===== src/rtl/uart_msg_pkg.sv =====
// Shared constants, types and header codes for the UART message path.
package uart_msg_pkg;

    localparam int DATA_WIDTH    = 8;
    localparam int MSG_WIDTH     = 64;
    localparam int HEADER_WIDTH  = 8;
    localparam int WORDS_PER_MSG = MSG_WIDTH / DATA_WIDTH;

    typedef logic [HEADER_WIDTH-1:0]           uart_header_t;
    typedef logic [MSG_WIDTH-HEADER_WIDTH-1:0] uart_payload_t;

    // Header codes decoded by the downstream dispatcher; the assembler ignores them.
    typedef enum logic [HEADER_WIDTH-1:0] {
        SYS_STATUS   = 8'h01,
        MEM_PARAMS   = 8'h02,
        MOD_PARAMS   = 8'h03,
        DEMOD_PARAMS = 8'h04,
        REPLACE_NUM  = 8'h05
    } uart_msg_type_e;

    // Assembler FSM states.
    typedef enum logic {
        ST_IDLE,
        ST_COLLECT
    } asm_state_e;

endpackage


===== src/rtl/uart_msg_assembler_out_buffer.sv =====
// Single-entry valid/ready output register with overflow detection.
// A completing message replaces the entry when it is empty or draining this
// cycle; otherwise the new message is dropped and overflow_err pulses.
module msg_out_buffer #(
    parameter int WIDTH = 64
) (
    input  logic             clk,
    input  logic             n_reset,
    input  logic             load_valid,
    input  logic [WIDTH-1:0] load_data,
    input  logic             msg_ready,
    output logic             msg_valid,
    output logic [WIDTH-1:0] msg_data,
    output logic             overflow_err
);

    logic             valid_reg;
    logic [WIDTH-1:0] data_reg;
    logic             overflow_reg;

    // Buffer update: drop on full-and-stalled, load otherwise, clear on transfer.
    always_ff @(posedge clk) begin
        if (!n_reset) begin
            valid_reg    <= 1'b0;
            data_reg     <= '0;
            overflow_reg <= 1'b0;
        end else begin
            overflow_reg <= 1'b0;
            if (load_valid && valid_reg && !msg_ready) begin
                overflow_reg <= 1'b1;
            end else if (load_valid) begin
                data_reg  <= load_data;
                valid_reg <= 1'b1;
            end else if (valid_reg && msg_ready) begin
                valid_reg <= 1'b0;
            end
        end
    end

    assign msg_valid    = valid_reg;
    assign msg_data     = data_reg;
    assign overflow_err = overflow_reg;

endmodule


===== src/rtl/uart_msg_assembler.sv =====
// Collects LSB-first UART words into one message, discards partial messages
// after an inter-byte timeout, and hands complete messages to a one-entry buffer.
module uart_msg_assembler #(
    parameter int DATA_WIDTH   = uart_msg_pkg::DATA_WIDTH,
    parameter int MSG_WIDTH    = uart_msg_pkg::MSG_WIDTH,
    parameter int HEADER_WIDTH = uart_msg_pkg::HEADER_WIDTH,
    parameter int TIMEOUT_CLKS = 112500
) (
    input  logic                              clk,
    input  logic                              n_reset,
    input  logic [DATA_WIDTH-1:0]             byte_in,
    input  logic                              byte_valid,
    output logic [HEADER_WIDTH-1:0]           msg_header,
    output logic [MSG_WIDTH-HEADER_WIDTH-1:0] msg_payload,
    output logic                              msg_valid,
    input  logic                              msg_ready,
    output logic                              timeout_err,
    output logic                              overflow_err
);

    import uart_msg_pkg::*;

    localparam int WORDS   = MSG_WIDTH / DATA_WIDTH;
    localparam int CNT_W   = $clog2(WORDS + 1);
    localparam int TIMER_W = $clog2(TIMEOUT_CLKS + 1);

    localparam logic [CNT_W-1:0]   LAST_IDX    = CNT_W'(WORDS - 1);
    localparam logic [TIMER_W-1:0] TIMER_LIMIT = TIMER_W'(TIMEOUT_CLKS - 1);
    localparam logic [TIMER_W-1:0] TIMER_MAX   = TIMER_W'(TIMEOUT_CLKS);

    asm_state_e           state_reg, state_next;
    logic [CNT_W-1:0]     count_reg, count_next;
    logic [TIMER_W-1:0]   timer_reg, timer_next;
    logic                 timeout_reg, timeout_next;
    logic                 msg_complete;
    logic [MSG_WIDTH-1:0] shift_reg;
    logic [MSG_WIDTH-1:0] assembled;
    logic [MSG_WIDTH-1:0] buf_data;

    // The incoming word is merged into its slot combinationally so the final
    // byte can go straight to the output buffer on the edge that samples it.
    generate
        for (genvar gi = 0; gi < WORDS; gi++) begin : g_word
            assign assembled[gi*DATA_WIDTH +: DATA_WIDTH] =
                (byte_valid && count_reg == CNT_W'(gi)) ? byte_in
                                                        : shift_reg[gi*DATA_WIDTH +: DATA_WIDTH];
        end
    endgenerate

    // Capture every strobed word into the message register.
    always_ff @(posedge clk) begin
        if (!n_reset) begin
            shift_reg <= '0;
        end else if (byte_valid) begin
            shift_reg <= assembled;
        end
    end

    // FSM, byte counter, idle timer and timeout pulse registers.
    always_ff @(posedge clk) begin
        if (!n_reset) begin
            state_reg   <= ST_IDLE;
            count_reg   <= '0;
            timer_reg   <= '0;
            timeout_reg <= 1'b0;
        end else begin
            state_reg   <= state_next;
            count_reg   <= count_next;
            timer_reg   <= timer_next;
            timeout_reg <= timeout_next;
        end
    end

    // Next-state logic; a byte always wins over a timeout in the same cycle.
    always_comb begin
        state_next   = state_reg;
        count_next   = count_reg;
        timer_next   = timer_reg;
        timeout_next = 1'b0;
        msg_complete = 1'b0;
        case (state_reg)
            ST_IDLE: begin
                timer_next = '0;
                if (byte_valid) begin
                    if (count_reg == LAST_IDX) begin
                        msg_complete = 1'b1;
                        count_next   = '0;
                    end else begin
                        count_next = count_reg + CNT_W'(1);
                        state_next = ST_COLLECT;
                    end
                end
            end
            ST_COLLECT: begin
                if (byte_valid) begin
                    timer_next = '0;
                    if (count_reg == LAST_IDX) begin
                        msg_complete = 1'b1;
                        count_next   = '0;
                        state_next   = ST_IDLE;
                    end else begin
                        count_next = count_reg + CNT_W'(1);
                    end
                end else if (timer_reg == TIMER_LIMIT) begin
                    timeout_next = 1'b1;
                    count_next   = '0;
                    timer_next   = '0;
                    state_next   = ST_IDLE;
                end else if (timer_reg != TIMER_MAX) begin
                    timer_next = timer_reg + TIMER_W'(1);
                end
            end
            default: begin
                state_next = ST_IDLE;
                count_next = '0;
                timer_next = '0;
            end
        endcase
    end

    msg_out_buffer #(
        .WIDTH (MSG_WIDTH)
    ) u_out_buffer (
        .clk          (clk),
        .n_reset      (n_reset),
        .load_valid   (msg_complete),
        .load_data    (assembled),
        .msg_ready    (msg_ready),
        .msg_valid    (msg_valid),
        .msg_data     (buf_data),
        .overflow_err (overflow_err)
    );

    assign msg_header  = buf_data[HEADER_WIDTH-1:0];
    assign msg_payload = buf_data[MSG_WIDTH-1:HEADER_WIDTH];
    assign timeout_err = timeout_reg;

endmodule


===== config.mk =====
export PLATFORM = sky130hd
export DESIGN_NAME = uart_msg_assembler
export DESIGN_NICKNAME = d
export VERILOG_FILES = /design/src/rtl/uart_msg_pkg.sv /design/src/rtl/uart_msg_assembler_out_buffer.sv /design/src/rtl/uart_msg_assembler.sv
export SDC_FILE = /design/constraint.sdc
export NUM_CORES = 1
export LEC_CHECK = 0
export BUFFER_PORTS_ARGS = -buffer_cell sky130_fd_sc_hd__clkbuf_2
export CORE_UTILIZATION = 30
export DETAILED_ROUTE_END_ITERATION = 10
export PLACE_DENSITY_LB_ADDON = 0.08
export SLEW_MARGIN = 20
export SYNTH_ARGS = -nofsm -noshare
export SYNTH_HDL_FRONTEND = slang
export SYNTH_HIERARCHICAL = 1
export SYNTH_SLANG_ARGS = --single-unit

===== constraint.sdc =====
create_clock -name clk -period 1.96 [get_ports clk]
set_clock_uncertainty 0.05 [all_clocks]
set_input_delay 0.392 -clock clk [delete_from_list [all_inputs] [get_ports clk]]
set_output_delay 0.392 -clock clk [all_outputs]
set_load 0.05 [all_outputs]

### After elaboration in Yosys (flattened, before gate mapping)

Index checks and enable logic that the tools add are counted.

* input bits: 12
* output and inout port bits: 67
* flip-flop bits (word level): 153
* logic and storage cells: 71

* bitwise logic cells: 3
* mux-type cells: 28
* eq/ne operators: 12
* reduce and logical (&&, ||, !) cells: 18
* add/subtract/negate cells: 2

Operators with widths (count)
* two-way mux 8 bit: 8
* two-way mux 17 bit: 3
* case mux 17 bit (2 select lines): 1
* adder 17 x 1 -> 17 bit (second input constant): 1
* equality test 17 bit (second input constant): 1
* inequality test 17 bit (second input constant): 1
* equality test 4 x 3 -> 1 bit (second input constant): 4
* two-way mux 4 bit: 4
* logical AND 1 bit: 11
* two-way mux 1 bit: 10
* equality test 4 x 2 -> 1 bit (second input constant): 2
* case mux 4 bit (2 select lines): 1
* AND reduction 2 bit: 3
* adder 4 x 1 -> 4 bit (second input constant): 1
* equality test 4 x 1 -> 1 bit (second input constant): 1
* zero test 4 bit: 1
* inequality test 4 x 2 -> 1 bit (second input constant): 1
* inequality test 3 x 2 -> 1 bit (second input constant): 1
* NOT 1 bit: 3
* OR reduction 3 bit: 1
* inequality test 2 bit (second input constant): 1
* case mux 1 bit (2 select lines): 1
* nonzero test 2 bit: 1
* zero test 1 bit: 1

### Logic depth before layout (Yosys ltp)

* depth after elaboration: 7
* mapped depth: 7
* mapped depth without buffers: 6

### Modules after synthesis

Netlist, hierarchy kept.

Modules (own cells, without submodules)
* uart_msg_assembler: seq. area each 1741.7 um2, instances 1, cells each 354, area each 3773.6 um2
* msg_out_buffer: seq. area each 1321.3 um2, instances 1, cells each 283, area each 2686.3 um2

### Least setup slack after synthesis

Ideal clock, no wire load.

* path kind: register -> register
* start point: register count_reg[0]
* end point: register u_out_buffer.data_reg[0], in the netlist u_out_buffer/msg_data[0]
* path slack: 129 ps
* buffers on the path: 2
* stages on the path, launching flop included: 8
* library setup time: 72 ps
* arrival time: 1709 ps
* data required time: 1838 ps
* period minus slack after synthesis: 1831 ps
* cell sequence: dfxtp_1 -> ha_1 -> nand4b_1 -> inv_1 -> nor2b_2 -> buf_12 -> buf_12 -> mux2i_1

* longest elaborated chain between the ends: 7
* elaborated cells between the ends (all ways): 10
* classes of those cells: 1 x eq/ne; 3 x mux; 1 x bitwise; 5 x reduce/logical

RTL lines
* from (decl): line uart_msg_assembler.sv:32 `logic [CNT_W-1:0] count_reg, count_next;`
* from (signal assigned): line uart_msg_assembler.sv:68 `count_reg <= count_next;`
* equality test 4 x 3 -> 1 bit (*): line uart_msg_assembler.sv:85, uart_msg_assembler.sv:97
* two-way mux 1 bit (*): line uart_msg_assembler.sv:85, uart_msg_assembler.sv:97
* two-way mux 1 bit (*): line uart_msg_assembler.sv:84, uart_msg_assembler.sv:95
* via msg_complete: line uart_msg_assembler.sv:35 `logic msg_complete;`
* logical AND 1 bit (2 in a row): line uart_msg_assembler_out_buffer.sv:29 `if (load_valid && valid_reg && !msg_ready) begin`
* NOT 1 bit (no source line)
* AND reduction 2 bit (no source line) (*)
* to (signal assigned): line uart_msg_assembler_out_buffer.sv:32 `data_reg <= load_data;`
* to (decl): line uart_msg_assembler_out_buffer.sv:18 `logic [WIDTH-1:0] data_reg;`

The timed path passes the listed nets; every way through them passes the cells marked *.
A chain may end at the register's enable or synchronous reset.

### Final worst setup path

* start point: register count_reg[0]
* end point: register u_out_buffer.data_reg[24], in the netlist u_out_buffer/msg_data[24]

The elaborated chain is that of the path after synthesis.

==> qor_table.md <==
| Quantity | Value |
|---|---|
| Net load switching power | 1.53 mW |
| Total DRC errors in the routed layout | 0 |
| Final nets | 747 |
| Proportion of synthesized chip area in sequential cells | 0.474 |
| Antenna violation net count after detailed routing | 0 |
| Routed via count | 4,514 |
| Internal power | 5.34 mW |
| Number of distinct library cell variants in the gate-level netlist after synthesis | 40 |
| Warning count from the yosys run | 6 |
| Sw Share | 0.223 |
| Max-cap viol count | 0 |
| Top library cells by usage in the layout, fill and taps aside | 153 x sky130_fd_sc_hd__dfxtp_1, 139 x sky130_fd_sc_hd__nand2_1, 77 x sky130_fd_sc_hd__clkbuf_2 |
| Max rail drop VDD | 563 uV |
| EDFF count, synth | 0 |
| Status | finished clean |
| Fraction of the cycle the final worst path needs | 0.943 |
| Detailed router's first-iteration violation count | 163 |
| Most common library cell in the layout ignoring fill and taps | sky130_fd_sc_hd__dfxtp_1 |
| Share of total power in sequential cells | 0.458 |
| Startpoint kind of the worst setup timing path | register |
| Site row count | 53 |
| Fin crit period | 1850 ps |
| Buffers on Ports | 78 |
| Final setup viols | 0 |
| Kind of path behind the tightest hold check | in -> reg |
| Achievable Freq | 541 MHz |
| Vias in the first global route | 4,375 |
| Vertical extent of the die | 149 um |
| Relative slew slack | 0.577 |
| Pin slew with the least headroom to its limit | 629 ps |
| Post-Synthesis Mean Instance Area | 10.1 um^2 |
| Estimated wirelength of the detail-placed design | 9560 um |
| Relative contribution of combinational cells to total power | 0.043 |
| Worst Setup Path Type | reg -> reg |
| Synth Net Count | 656 |
| Maximum clock insertion buffer count | 2 |
| Async SR Flop Fraction | 0 |
| Proportion of power drawn by the clock network | 0.499 |
| Launch point of the worst hold path | msg_ready |
| Mux cell area share after synthesis | 0.216 |
| Placer congestion estimate | 0.771 |
| Max Transition Viols Final | 0 |
| First-pass GRT wire length | 22,900 um |
| Startpoint of the worst setup timing path | count_reg[0] |
| CP Max Fanout | 11 |
| Antenna cells | 0 |
| Clock transition at the register clock pins on the worst setup and hold paths after CTS | 60 ps |
| Post-Route WL | 15,100 um |
| Netlist Area Pre-Place | 0.00646 mm^2 |
| Global router's overall resource usage | 0.137 |
| Largest net degree at the start of global routing | 50 |
| Count of hold buffers inserted by post-cts repair | 0 |
| Per-cell via count in the routed design | 4.44 |
| Effective utilization at floorplan | 0.306 |
| Post-route setup slack | 111 ps |
| Average detailed-routed wire length per instance | 14.9 um |
| Synthesis-to-finish area growth | 23.6% |
| Total die area | 0.0221 mm^2 |
| Total clock buffers created by CTS | 17 |
| Compound-gate portion of the synthesized area | 0.0153 |
| Number of synthesized register bits | 153 |
| Horizontal extent of the die | 149 um |
| Main combinational cell family by area after synthesis | simple AND/OR/NAND/NOR gates |
| CTS HTree Levels | 4 |
| Critical path endpoint category | register |
| Detailed-routing iteration count for the pre-antenna-repair pass | 4 |
| Power density of the placed cells | 861 mW/mm^2 |
| XOR/XNOR Fraction of Synth Area | 0.0163 |
| Boundary Pins | 79 |
| Clock sinks | 153 |
| Clock tree from TritonCTS | built |
| Static Leak | 3.06 nW |
| Cells after synthesis | 637 |
| Top_reg_cell synth | sky130_fd_sc_hd__dfxtp_1 |
| Setup TNS | 0 ps |
| Data required, critical path | 2260 ps |
| Core footprint | 0.0211 mm^2 |
| Worst slack after detailed placement | -39.7 ps |
| Synth Area in Simple Gates | 0.216 |
| Startpoint of the lowest-slack register-to-register path | count_reg[0] |
| Cell chosen for the clock root | sky130_fd_sc_hd__clkbuf_16 |
| Global route overflow | 0 |
| Arithmetic-cell share of the synthesized area counting full adders, half adders and majority gates | 0.0136 |
| Initial antenna violation count | 0 |
| Final Hold Vio Count | 0 |
| Ratio of cells with drive above 1 in the final layout | 0.304 |
| Crit path arrival time | 2150 ps |
| Clock latency on the worst-skew pair | 420 ps |
| Post-route total power | 6.87 mW |
==> timing repair <==
action / in CTS / in global routing
setup buffers: 0 / 2
gates cloned: 0 / 3
endpoints found under the setup margin: 1 / 85
hold endpoints to repair: 0 / 0
pin swaps: 0 / 1
resized for setup: 1 / 6
==> path summary, 6_finish.rpt <==
| check | to | slack [ps] | depth (start not counted) |
|---|---|---|---|
| setup / recovery | u_out_buffer/msg_data[24] | 110 | 7 |
| hold / removal | u_out_buffer/msg_valid | 270 | 3 |
| setup reg to reg | u_out_buffer/msg_data[24] | 110 | 7 |
| hold reg to reg | u_out_buffer/msg_data[23] | 410 | 2 |
==> final cells by class <==
type,instances,area [um^2]
inverters,9,33.8
well taps,275,344
repair buffers,109,810
multi-input cells,438,3110
clock buffers,19,453
fillers,2138,13100
flip-flops and latches,153,3060
clock inverters,13,170
==> power groups by stage <==
stage | Combinational [mW] | Sequential [mW] | Clock, mW
5_1_grt | 0.328 | 3.15 | 3.66
2_1_floorplan | 0.177 | 3.21 | 0
6_report | 0.296 | 3.15 | 3.43
3_5_place_dp | 0.301 | 3.22 | 0
3_3_place_gp | 0.299 | 3.22 | 0
4_1_cts | 0.304 | 3.15 | 3.52
==> critical path, stage by stage (launching register included) <==
cell                       delay (ps)
sky130_fd_sc_hd__dfxtp_1          420
sky130_fd_sc_hd__ha_4             200
sky130_fd_sc_hd__nand4b_1         140
sky130_fd_sc_hd__inv_2            120
sky130_fd_sc_hd__nor2b_4          240
sky130_fd_sc_hd__buf_12           150
sky130_fd_sc_hd__buf_6            220
sky130_fd_sc_hd__mux2i_1          230
==> Yosys cell counts, types with 6 or more instances <==
master,n,area share
sky130_fd_sc_hd__mux2_2,65,0.11
sky130_fd_sc_hd__and2_1,64,0.062
sky130_fd_sc_hd__ha_1,7,0.014
sky130_fd_sc_hd__mux2i_1,66,0.10
sky130_fd_sc_hd__a21oi_1,7,0.0054
sky130_fd_sc_hd__o21ai_0,6,0.0046
sky130_fd_sc_hd__nand3_1,8,0.0062
sky130_fd_sc_hd__inv_1,9,0.0052
sky130_fd_sc_hd__nand2_1,139,0.081
sky130_fd_sc_hd__buf_2,17,0.013
sky130_fd_sc_hd__clkbuf_1,11,0.0064
sky130_fd_sc_hd__nor2_1,20,0.012
sky130_fd_sc_hd__xnor2_1,10,0.014
sky130_fd_sc_hd__dfxtp_1,153,0.47
sky130_fd_sc_hd__buf_12,7,0.022
==> per-layer routing <==
metal,track usage,vias to the layer above,part of all wire
li1,-,2302,-
met1,0.172,2133,0.49
met2,0.225,66,0.46
met3,0.0391,13,0.033
met4,0.0474,0,0.011
met5,0,-,0
==> stage by stage <==
step,cell area [um^2],util,hold slack (ps),cells
4_1_cts,7860,0.373,247,1011
2_1_floorplan,6460,-,418,637
3_3_place_gp,7230,0.343,391,979
3_5_place_dp,7230,0.343,397,979
6_report,7980,0.379,267,1016
5_1_grt,7980,0.379,262,1016
==> cells by family after synthesis <==
group	Yosys count
flops	153
mux	131
simple gates	271
fa+ha+maj	7
compound gates	17
xor+xnor	12
buf+inv	46
(Power assumes the default switching activity.)
